File: config.mk
export PLATFORM = sky130hd
export DESIGN_NAME = seg_scan_driver
export DESIGN_NICKNAME = d
export VERILOG_FILES = /design/src/rtl/display_pkg.sv /design/src/rtl/slot_timer.sv /design/src/rtl/seg_scan_driver.sv
export SDC_FILE = /design/constraint.sdc
export NUM_CORES = 1
export LEC_CHECK = 0
export CAP_MARGIN = 0
export CORE_ASPECT_RATIO = 0.7
export CORE_MARGIN = 3
export CORE_UTILIZATION = 46
export CTS_CLUSTER_DIAMETER = 80
export DETAILED_ROUTE_END_ITERATION = 10
export PLACE_DENSITY = 0.9
export SYNTH_ARGS = -nofsm -noshare
export SYNTH_HDL_FRONTEND = slang
export SYNTH_SLANG_ARGS = --single-unit
File: constraint.sdc
create_clock -name clk -period 2.9 [get_ports clk]
set_clock_uncertainty 0.15 [all_clocks]
set_input_delay 0.58 -clock clk [delete_from_list [all_inputs] [get_ports clk]]
set_output_delay 0.58 -clock clk [all_outputs]
set_load 0.02 [all_outputs]
File: src/rtl/display_pkg.sv
// display_pkg: shared definitions for the 7-segment scan driver.
//   SEG_BLANK     : segment pattern with every (active-low) segment off
//   scan_state_t  : scan FSM state encoding
//   clog2         : ceiling log2 with a minimum result of 1 (sizes counters/indices)
package display_pkg;

  localparam logic [6:0] SEG_BLANK = 7'h7F;

  typedef enum logic [1:0] {
    IDLE  = 2'd0,
    BLANK = 2'd1,
    DRIVE = 2'd2
  } scan_state_t;

  // Width needed to hold values 0..n-1; never returns 0 so a 1-entry range
  // still gets a real bit.
  function automatic int clog2(input int n);
    int r;
    r = 0;
    for (int i = 0; i < 31; i++) begin
      if ((1 << i) < n) r = i + 1;
    end
    if (r < 1) r = 1;
    return r;
  endfunction

endpackage

File: src/rtl/slot_timer.sv
// slot_timer: per-digit slot counter for the scan driver.
//   clk, reset  : clock / synchronous active-high reset
//   run         : advance the counter this cycle
//   clr         : force the counter back to 0 (takes priority over run)
//   count       : current position inside the slot, 0..SLOT_CYCLES-1
//   blank_done  : high while running on the last blanking cycle
//   slot_done   : high while running on the last cycle of the slot; the
//                 counter wraps to 0 on the following edge
module slot_timer
  import display_pkg::*;
#(
  parameter int SLOT_CYCLES  = 50000,
  parameter int BLANK_CYCLES = 16,
  localparam int CW = clog2(SLOT_CYCLES)
) (
  input  logic          clk,
  input  logic          reset,
  input  logic          run,
  input  logic          clr,
  output logic [CW-1:0] count,
  output logic          blank_done,
  output logic          slot_done
);

  localparam logic [CW-1:0] BLANK_LAST = CW'(BLANK_CYCLES - 1);
  localparam logic [CW-1:0] SLOT_LAST  = CW'(SLOT_CYCLES - 1);

  logic [CW-1:0] count_reg;
  logic [CW-1:0] count_next;

  assign count      = count_reg;
  assign blank_done = run && (count_reg == BLANK_LAST);
  assign slot_done  = run && (count_reg == SLOT_LAST);

  // Explicit wrap at the end of the slot, so the counter never relies on
  // binary overflow (SLOT_CYCLES need not be a power of two).
  always_comb begin
    count_next = count_reg;
    if (clr) begin
      count_next = '0;
    end else if (run) begin
      count_next = slot_done ? '0 : count_reg + 1'b1;
    end
  end

  always_ff @(posedge clk) begin
    if (reset) begin
      count_reg <= '0;
    end else begin
      count_reg <= count_next;
    end
  end

endmodule

File: src/rtl/seg_scan_driver.sv
// seg_scan_driver: time-multiplexed 7-segment scan controller.
//   clk, reset  : clock / synchronous active-high reset
//   enable      : 1 = scanning, 0 = display dark with scan position held
//   seg_in      : packed active-low patterns, digit i at [7*i+6:7*i]
//   digit_mask  : 1 = digit skipped (stays dark for its slot)
//   seg_out     : registered active-low segment pattern
//   an          : registered active-low anodes, at most one bit low
//   digit_idx   : index of the current slot
//   frame_tick  : one-cycle pulse as the last digit's slot wraps to digit 0
// Each slot is SLOT_CYCLES long and begins with BLANK_CYCLES of all-dark
// output, so consecutive drives are always separated by a dark gap.
module seg_scan_driver
  import display_pkg::*;
#(
  parameter int NUM_DIGITS   = 4,
  parameter int SLOT_CYCLES  = 50000,
  parameter int BLANK_CYCLES = 16,
  localparam int IW = clog2(NUM_DIGITS)
) (
  input  logic                    clk,
  input  logic                    reset,
  input  logic                    enable,
  input  logic [7*NUM_DIGITS-1:0] seg_in,
  input  logic [NUM_DIGITS-1:0]   digit_mask,
  output logic [6:0]              seg_out,
  output logic [NUM_DIGITS-1:0]   an,
  output logic [IW-1:0]           digit_idx,
  output logic                    frame_tick
);

  localparam int CW = clog2(SLOT_CYCLES);
  localparam logic [IW-1:0] LAST_IDX = IW'(NUM_DIGITS - 1);

  scan_state_t state_reg, state_next;
  logic [IW-1:0]         idx_reg, idx_next;
  logic [6:0]            seg_reg, seg_next;
  logic [NUM_DIGITS-1:0] an_reg, an_next;
  logic                  tick_reg, tick_next;

  logic [CW-1:0] slot_count;
  logic          blank_done;
  logic          slot_done;
  logic          timer_run;
  logic          timer_clr;

  // Unpack the per-digit patterns so the mux below indexes whole digits.
  logic [6:0] seg_arr [NUM_DIGITS];
  generate
    for (genvar gi = 0; gi < NUM_DIGITS; gi++) begin : g_unpack
      assign seg_arr[gi] = seg_in[7*gi +: 7];
    end
  endgenerate

  // The counter only runs inside a slot; IDLE (or a dropped enable) parks it
  // at 0 so re-entry always begins with a full blanking interval.
  assign timer_run = enable && (state_reg != IDLE);
  assign timer_clr = !enable || (state_reg == IDLE);

  slot_timer #(
    .SLOT_CYCLES (SLOT_CYCLES),
    .BLANK_CYCLES(BLANK_CYCLES)
  ) u_slot_timer (
    .clk       (clk),
    .reset     (reset),
    .run       (timer_run),
    .clr       (timer_clr),
    .count     (slot_count),
    .blank_done(blank_done),
    .slot_done (slot_done)
  );

  // Next-state, next-index and next-output logic. The output registers are
  // loaded from the *next* state so seg_out/an line up with the FSM state
  // in the same cycle, and seg_in reaches seg_out one edge after it changes.
  always_comb begin
    state_next = state_reg;
    idx_next   = idx_reg;
    tick_next  = 1'b0;

    unique case (state_reg)
      IDLE: begin
        if (enable) state_next = BLANK;
      end
      BLANK: begin
        if (blank_done) state_next = DRIVE;
      end
      DRIVE: begin
        if (slot_done) begin
          state_next = BLANK;
          idx_next   = (idx_reg == LAST_IDX) ? '0 : idx_reg + 1'b1;
          tick_next  = (idx_reg == LAST_IDX);
        end
      end
      default: state_next = IDLE;
    endcase

    // Dropping enable overrides everything: go dark, keep the position.
    if (!enable) begin
      state_next = IDLE;
      idx_next   = idx_reg;
      tick_next  = 1'b0;
    end

    an_next  = '1;
    seg_next = SEG_BLANK;
    if ((state_next == DRIVE) && !digit_mask[idx_next]) begin
      an_next[idx_next] = 1'b0;
      seg_next          = seg_arr[idx_next];
    end
  end

  always_ff @(posedge clk) begin
    if (reset) begin
      state_reg <= IDLE;
      idx_reg   <= '0;
      seg_reg   <= SEG_BLANK;
      an_reg    <= '1;
      tick_reg  <= 1'b0;
    end else begin
      state_reg <= state_next;
      idx_reg   <= idx_next;
      seg_reg   <= seg_next;
      an_reg    <= an_next;
      tick_reg  <= tick_next;
    end
  end

  assign seg_out    = seg_reg;
  assign an         = an_reg;
  assign digit_idx  = idx_reg;
  assign frame_tick = tick_reg;

endmodule

==> results of run 1 <==
-- stage by stage --
stage	setup slack (ns)	hold slack, ns
2_1_floorplan	0.154	0.268
3_3_place_gp	0.00380	0.283
3_5_place_dp	-0.0540	0.296
4_1_cts	0.239	0.309
5_1_grt	0.0800	0.318
6_report	0.236	0.310
-- final cells by class --
class,instances,share of cell area
Multi-Input combinational cell,129,0.392
Sequential cell,32,0.284
Timing Repair Buffer,60,0.253
Clock buffer,5,0.0306
Tap cell,47,0.0261
Inverter,5,0.00833
Clock inverter,2,0.00556
-- cells by family after synthesis --
kind of cell,count (synthesis),share of synthesized area
simple gates,81,0.286
flops,32,0.407
compound gates,30,0.147
buf+inv,13,0.0326
xor+xnor,12,0.0668
mux,4,0.0445
fa+ha+maj,2,0.0159
-- cell usage in the layout (no fill, tap or decap), types with 2 or more instances in the layout --
master           instances
a21oi_1                  3
ha_1                     2
buf_4                   12
and2_1                   2
xnor2_1                  6
and3_1                   3
o21a_1                   7
mux4_2                   2
or4_1                    2
clkbuf_8                 5
dfxtp_1                 32
nor3_1                  11
or2_2                    3
xor2_1                   6
nand3_1                  7
nor2_1                  23
nand3b_1                 4
a221oi_1                 7
inv_1                    5
nor3b_1                  8
o31ai_1                  7
nand2_1                  9
clkdlybuf4s50_1         48
-- power by group through the flow --
| stage | registers, mW | logic [mW] | clock network (mW) |
|---|---|---|---|
| 6_report | 0.442 | 0.0676 | 0.324 |
| 5_1_grt | 0.442 | 0.0716 | 0.354 |
| 2_1_floorplan | 0.452 | 0.0152 | 0 |
| 3_3_place_gp | 0.452 | 0.0658 | 0 |
| 4_1_cts | 0.442 | 0.0678 | 0.331 |
| 3_5_place_dp | 0.452 | 0.0674 | 0 |
-- routing by layer --
metal,vias up,GRT usage,wire length [µm],share of wire
li1,747,-,-,-
met1,710,0.267,1920,0.46
met5,-,0,0,0
met3,7,0.0583,236,0.057
met2,38,0.331,1960,0.47
met4,0,0.0753,55,0.013
-- path summary, 6_finish.rpt --
| kind | cells after the start | end |
|---|---|---|
| setup / recovery | 6 | an[0] |
| hold / removal | 1 | u_slot_timer.count[0] |
| setup reg to reg | 6 | an[0] |
| hold reg to reg | 1 | u_slot_timer.count[0] |
==> run_results.csv, run 1 <==
group,metric,value,unit
floorplan,core,3210,µm²
power_and_ir_drop,p_total,833,µW
layout,fillers,238,
worst_setup_path,cpPeakStageDelay,0.46,ns
power_and_ir_drop,powerDensity,370,nW/µm²
worst_setup_path,setup.worst_path.start,"digit_idx[0]",
power_and_ir_drop,internal_power,654,µW
layout,seq_area,641,µm²
timing,max_freq,375,MHz
power_and_ir_drop,peakVddDrop,281,µV
layout,stdcell_count,280,
synth,synth_largest_area_cell,"dfxtp_1",
global_routing,antenna_found_initial,0,
detailed_routing,drtIter0Drc,68,
placed_design,dp_cells,273,
synth,yosysWarnings,0,
synth,ys_seq_elements,32,
placed_design,place_area,2170,µm²
synth,netlist_top_cells_count,"32 x dfxtp_1, 23 x nor2_1, 11 x nor3_1, 9 x nand2_1, 8 x nor3b_1",
power_and_ir_drop,power_frac_seq,0.531,
detailed_routing,drcViolationCount,0,
synth,syn-num-nets,211,
layout,design_area,2250,µm²
clock_tree,clkLatencyLatePin,0.28,ns
layout,syn_to_final_growth,43.1,%
global_routing,grt-ovfl-total,0,
timing,timing.final.crit_share,0.919,
clock_tree,cts_setup_buffers,0,
synth,ys_seq_area_frac,0.407,
synth,netlist_instances,174,
layout,diodes,0,
worst_hold_path,hold_class,"reg -> reg",
worst_setup_path,crit_buf_inv,0,
global_routing,grt_pass1_wl,6.59,mm
layout,post-route-util,0.701,
clock_tree,cts_resized,0,
synth,synth_most_common_cell,"dfxtp_1",
worst_hold_path,hp-start,"u_slot_timer.count[0]",
synth,synth_area,1570,µm²
outcome,status,"finished, final reports clean",
timing,min_period,2.66,ns
clock_tree,numCtsBuffers,5,
worst_setup_path,cp_cell_sequence,"ha_1, or2_2, mux4_2, mux2_4, a211oi_2, or4b_1",
timing,setup_viol,0,
clock_tree,clock-sinks,32,
timing,worst_pin_slew,0.324,ns
worst_setup_path,cp_top_family,"simple AND/OR/NAND/NOR gates",
worst_setup_path,arrival,2.67,ns
floorplan,die_w,75.9,µm
clock_tree,hold_buffers,0,
placed_design,io_buffers,48,
global_routing,track_usage,0.204,
layout,fin_nets,270,
power_and_ir_drop,switching_share,0.216,
detailed_routing,drt_pass1_iterations,4,
floorplan,die-area,4170,µm²
clock_tree,cts_tree,"done",
power_and_ir_drop,power.switching,180,µW
worst_setup_path,crit_type,"reg -> reg",
detailed_routing,routedWlPerCell,14.9,µm
clock_tree,clockBufferDepth,2,
synth,ys.flop_type,"dfxtp_1",
synth,synth_top_area_frac,0.407,
timing,max_slew_margin,0.783,
detailed_routing,viasPerCell,5.36,
run,max_cap_viol_count,0,
layout,layout-drive-gt1-share,0.124,
placed_design,gp_congestion,0.770,
synth,syn-mean-instance-area,9.05,µm²
power_and_ir_drop,clkPwrFrac,0.388,
detailed_routing,dr_total_vias,1502,
clock_tree,htree_levels,2,
layout,largest_reg_flops,16,
floorplan,ios,49,
worst_setup_path,reg2reg_slack,0.24,ns
synth,synth.area.top_cells,"dfxtp_1 41%, nor2_1 5.5%, a221oi_1 3.9%",
timing,hold_violations,0,
synth,synth-edff-count,0,
worst_setup_path,crit_path_end_kind,"register",
layout,multi_input_area,882,µm²
power_and_ir_drop,p_leak,0.802,nW
worst_setup_path,crit_fanout,9,
timing,rsz0062_at_grt,"no",
synth,ys_types,39,
timing,fin_setup_tns,0,ns
detailed_routing,antenna_left,0,
detailed_routing,routed_wl,4.17,mm
worst_setup_path,rr_startpoint,"digit_idx[0]",
worst_setup_path,slowest_stage,"mux4_2",
global_routing,grt_max_degree,20,
synth,async_flop_share,0,
worst_setup_path,cp.required,2.91,ns
placed_design,hpwl,3.24,mm
clock_tree,clkTransAtPathRegs,0.07,ns
floorplan,start_util,0.490,
floorplan,die_y,54.9,µm
clock_tree,clockRootBuffer,"clkbuf_8",
power_and_ir_drop,comb_power_share,0.081,
timing,slew_viol_final,0,
floorplan,placementRows,17,
worst_setup_path,start_kind,"register",
global_routing,grt_pass1_vias,1367,
No activity file was read; power rests on OpenSTA's default activity.
==> run 2, diff against run 1 <==
Settings changed: CORE_UTILIZATION 46 to 45, PLACE_DENSITY 0.9 to 0.89.
==> run 2 against run 1 <==
Against the previous run:
- worst hold slack improved by 0.0022 ns
- design area grew 1.1%
- register-to-register slack is essentially flat
- utilization shrank 0.19 points
- combinational power grew 0.9%
- sequential share of layout area is 0.30 points lower
- clock-buffer cell count rose by 3
- global-route usage up 1.8 points
- total power is 3.8% higher
==> run_results.csv, run 2 (same netlist as run 1, synthesis figures left out) <==
group,metric,value,unit
clock_tree,hold_buffers,0,
layout,syn_to_final_growth,44.6,%
floorplan,die_w,76.7,µm
power_and_ir_drop,powerDensity,380,nW/µm²
global_routing,grt_pass1_vias,1574,
global_routing,grt_pass1_wl,7.42,mm
global_routing,grt_max_degree,18,
layout,layout_common_cells,"48 x clkdlybuf4s50_1, 32 x dfxtp_1, 23 x nor2_1",
detailed_routing,wl_met1,1.96,mm
layout,post-route-util,0.699,
clock_tree,clkLatencyLatePin,0.29,ns
worst_setup_path,crit_fanout,4,
timing,fin_setup_tns,0,ns
floorplan,core,3250,µm²
global_routing,track_usage,0.222,
floorplan,ios,49,
worst_setup_path,crit_path_end_kind,"register",
worst_setup_path,crit_type,"in -> reg",
layout,fin_nets,272,
detailed_routing,drcViolationCount,0,
clock_tree,numCtsBuffers,5,
global_routing,antenna_found_initial,0,
detailed_routing,dr_wl_met3,221,µm
worst_hold_path,hold_class,"reg -> reg",
outcome,status,"finished, final reports clean",
detailed_routing,viasPerCell,5.51,
power_and_ir_drop,peakVddDrop,259,µV
worst_setup_path,slowest_stage,"clkdlybuf4s50_1",
timing,worst_slack,0.215,ns
placed_design,dp_slack,-0.0637,ns
layout,final_common_cell,"clkdlybuf4s50_1",
worst_setup_path,rr_worst_depth,6,
timing,max_freq,372,MHz
detailed_routing,dr_total_vias,1560,
clock_tree,cts_setup_buffers,0,
clock_tree,cts_tree,"done",
timing,rsz0062_at_grt,"no",
floorplan,placementRows,17,
timing,hold_violations,0,
timing,setup_viol,0,
timing,max_slew_margin,0.766,
clock_tree,clkTransAtPathRegs,0.07,ns
detailed_routing,met2_length,2.05,mm
clock_tree,clock-sinks,32,
clock_tree,cts_resized,0,
detailed_routing,routed_wl,4.34,mm
global_routing,grt-ovfl-total,0,
timing,finalHoldWorstSlack,0.312,ns
placed_design,gp_congestion,0.842,
placed_design,hpwl,3.27,mm
clock_tree,clockBufferDepth,2,
worst_setup_path,arrival,2.71,ns
detailed_routing,routedWlPerCell,15.3,µm
worst_setup_path,crit_buf_inv,2,
placed_design,io_buffers,48,
layout,layout-drive-gt1-share,0.127,
worst_setup_path,crit_cells,8,
detailed_routing,topRoutingLayerUsed,"met4",
timing,worst_pin_slew,0.349,ns
worst_setup_path,cp.required,2.92,ns
run,max_cap_viol_count,0,
floorplan,die_y,55.5,µm
layout,largest_reg_flops,16,
floorplan,start_util,0.484,
power_and_ir_drop,p_leak,0.818,nW
timing,timing.final.crit_share,0.926,
clock_tree,htree_levels,2,
floorplan,die-area,4250,µm²
layout,design_area,2280,µm²
timing,min_period,2.68,ns
worst_setup_path,cp_top_family,"simple AND/OR/NAND/NOR gates",
layout,diodes,0,
clock_tree,clockRootBuffer,"clkbuf_8",
detailed_routing,antenna_left,0,
worst_hold_path,worstHoldPathCells,1,
worst_setup_path,cpPeakStageDelay,0.48,ns
worst_setup_path,start_kind,"input port",
detailed_routing,drt_pass1_iterations,4,
detailed_routing,drtIter0Drc,116,
timing,slew_viol_final,0,
placed_design,place_area,2190,µm²
worst_setup_path,cp_cell_sequence,"clkdlybuf4s50_1, o211ai_1, nor4_4, buf_4, and3_1, nand3b_1, a211oi_2, or4b_1",
## run 2: metrics by stage
stage,power (mW),instances
2_1_floorplan,0.467,174
3_3_place_gp,0.518,275
3_5_place_dp,0.520,275
4_1_cts,0.871,283
5_1_grt,0.895,283
6_report,0.865,283
## run 2: per-layer routing
metal / track usage / vias up
li1: - / 755
met1: 0.290 / 739
met2: 0.349 / 55
met3: 0.0440 / 11
met4: 0.111 / 0
met5: 0 / -
## run 2: path summary, 6_finish.rpt
check             slack, ns             startpoint               endpoint
setup / recovery       0.22                 enable                  an[0]
hold / removal         0.31  u_slot_timer.count[0]  u_slot_timer.count[0]
setup reg to reg       0.25           digit_idx[1]                  an[0]
hold reg to reg        0.31  u_slot_timer.count[0]  u_slot_timer.count[0]
## run 2: final cells by class
| cell class | count | area [µm²] |
|---|---|---|
| multi-input combinational | 129 | 882 |
| tap | 47 | 58.8 |
| inverter | 5 | 18.8 |
| fill | 249 | 978 |
| timing repair buffer | 62 | 586 |
| clock buffer | 8 | 90.1 |
| sequential | 32 | 641 |
## run 2: where the power goes
group	total (mW)	internal [mW]	leakage [nW]	switching, mW
clock network	0.355	0.193	0.0455	0.162
registers	0.442	0.441	0.258	0.00147
logic	0.0682	0.0509	0.514	0.0173
==> run 3, diff against run 2 <==
Settings changed: CELL_PAD_IN_SITES_DETAIL_PLACEMENT from default to 1, CELL_PAD_IN_SITES_GLOBAL_PLACEMENT from default to 1, CORE_MARGIN 3 to 2, CORE_UTILIZATION 45 to 36, PLACE_DENSITY 0.89 to 0.94.
Clock period 2.9 ns to 3.1 ns, I/O delays scaled along.
==> run 3 against run 2 <==
Against the previous run:
- worst hold slack lost 0.0095 ns
- clock power shrank 4%
- sequential power decreased by 6.3%
- flip-flop and latch count is the same
- die area is 16% higher
- first-iteration DRC count is 36% lower
- clock-buffer cell count down 1
- critical path depth unchanged
- combinational power decreased by 4.1%
- sequential share of layout area rose by 0.27 points
- register-to-register slack better by 0.15 ns
- largest cell class unchanged
==> run_results.csv, run 3 (same netlist as run 1, synthesis figures left out) <==
group,metric,value,unit
floorplan,ios,49,
worst_setup_path,cpPeakStageDelay,0.50,ns
detailed_routing,drcViolationCount,0,
detailed_routing,antenna_left,0,
worst_setup_path,slowest_stage,"clkdlybuf4s50_1",
detailed_routing,viasPerCell,5.47,
layout,fillers,491,
clock_tree,cts_resized,0,
placed_design,place_area,2160,µm²
timing,rsz0062_at_grt,"no",
timing,timing.final.crit_share,0.930,
worst_setup_path,cp_top_family,"simple AND/OR/NAND/NOR gates",
clock_tree,clkLatencyLatePin,0.28,ns
floorplan,die_w,83.0,µm
power_and_ir_drop,p_leak,0.797,nW
global_routing,antenna_found_initial,0,
timing,fin_setup_tns,0,ns
worst_setup_path,start_kind,"input port",
timing,max_freq,347,MHz
global_routing,grt_pass1_vias,1670,
worst_hold_path,hp-start,"u_slot_timer.count[0]",
layout,syn_to_final_growth,43.2,%
floorplan,die-area,4930,µm²
timing,max_slew_margin,0.712,
detailed_routing,dr_total_vias,1558,
timing,min_period,2.88,ns
detailed_routing,routed_wl,5.08,mm
layout,post-route-util,0.527,
worst_setup_path,reg2reg_slack,0.40,ns
worst_hold_path,holdPathEnd,"u_slot_timer.count[0]",
timing,hold_violations,0,
placed_design,gp_congestion,0.809,
floorplan,die_y,59.3,µm
timing,setup_viol,0,
worst_setup_path,arrival,2.88,ns
placed_design,dp_cells,278,
outcome,status,"finished, final reports clean",
power_and_ir_drop,comb_power_share,0.080,
run,max_cap_viol_count,0,
placed_design,hpwl,3.92,mm
timing,worst_pin_slew,0.431,ns
timing,slew_viol_final,0,
worst_setup_path,cp.required,3.10,ns
placed_design,io_buffers,48,
worst_setup_path,crit_path_end_kind,"register",
detailed_routing,drt_pass1_iterations,4,
floorplan,start_util,0.368,
worst_setup_path,crit_fanout,4,
clock_tree,clockRootBuffer,"clkbuf_8",
power_and_ir_drop,power.switching,164,µW
global_routing,grt-ovfl-total,0,
worst_setup_path,rr_startpoint,"digit_idx[0]",
detailed_routing,drtIter0Drc,74,
layout,layout_common_cells,"48 x clkdlybuf4s50_1, 32 x dfxtp_1, 23 x nor2_1",
layout,largest_reg_flops,16,
layout,seq_area,641,µm²
placed_design,dp_slack,-0.0539,ns
layout,diodes,0,
clock_tree,htree_levels,2,
power_and_ir_drop,internal_power,658,µW
layout,fin_nets,267,
worst_setup_path,cp_cell_sequence,"clkdlybuf4s50_1, buf_4, nand3b_1, nor3_1, nand2_1, mux2_4, a211oi_2, or4b_1",
power_and_ir_drop,clkPwrFrac,0.417,
detailed_routing,routedWlPerCell,17.8,µm
power_and_ir_drop,peakVddDrop,210,µV
layout,stdcell_count,285,
layout,layout-drive-gt1-share,0.113,
clock_tree,hold_buffers,0,
worst_hold_path,worstHoldPathCells,1,
worst_setup_path,r2r-end,"an[0]",
layout,multi_input_area,882,µm²
clock_tree,cts_setup_buffers,0,
global_routing,grt_max_degree,17,
floorplan,core,4280,µm²
clock_tree,clock-sinks,32,
timing,finalHoldWorstSlack,0.303,ns
power_and_ir_drop,p_total,821,µW
worst_setup_path,crit_type,"in -> reg",
layout,final_common_cell,"clkdlybuf4s50_1",
global_routing,track_usage,0.215,
global_routing,grt_pass1_wl,8.32,mm
power_and_ir_drop,powerDensity,364,nW/µm²
clock_tree,cts_tree,"done",
worst_setup_path,rr_worst_depth,6,
clock_tree,clockBufferDepth,2,
clock_tree,numCtsBuffers,5,
power_and_ir_drop,power_frac_seq,0.504,
clock_tree,clkTransAtPathRegs,0.06,ns
worst_setup_path,crit_buf_inv,2,
timing,worst_slack,0.217,ns
layout,design_area,2250,µm²
floorplan,placementRows,20,
worst_hold_path,hold_class,"reg -> reg",
power_and_ir_drop,switching_share,0.199,
[run 3: worst max-delay path by stage]
stage                  from    end  slack [ns]  cells after the start
2_1_floorplan  digit_idx[0]  an[0]        0.35                      7
4_1_cts              enable  an[0]        0.23                      8
3_5_place_dp         enable  an[0]       -0.05                      8
3_3_place_gp         enable  an[0]        0.14                      7
6_report             enable  an[0]        0.22                      8
5_1_grt              enable  an[0]        0.11                      8
[run 3: worst register-to-register path, stage by stage, from the launching register on]
cell and delay [ns]:
dfxtp_1 0.37, ha_1 0.23, or2_2 0.40, mux4_2 0.46, mux2_4 0.29, a211oi_2 0.23
or4b_1 0.45
[run 3: cell type report]
class                   count  area share
multi-input cells         129       0.391
flip-flops and latches     32       0.284
repair buffers             57       0.243
clock buffers               7      0.0427
well taps                  55      0.0305
inverters                   5     0.00832
[run 3: power by group through the flow]
stage / Combinational [mW] / Sequential [mW] / Clock, mW
final: 0.0654 / 0.414 / 0.342
after global routing: 0.0697 / 0.414 / 0.369
after CTS: 0.0657 / 0.414 / 0.352
after detailed placement: 0.0654 / 0.423 / 0
after global placement: 0.0624 / 0.423 / 0
after floorplan: 0.0142 / 0.422 / 0
[run 3: layer usage]
metal | track usage | up-vias | wire (µm)
li1 | - | 741 | -
met2 | 0.364 | 33 | 2500
met4 | 0.0796 | 0 | 116
met1 | 0.272 | 770 | 2290
met5 | 0 | - | 0
met3 | 0.0515 | 14 | 179
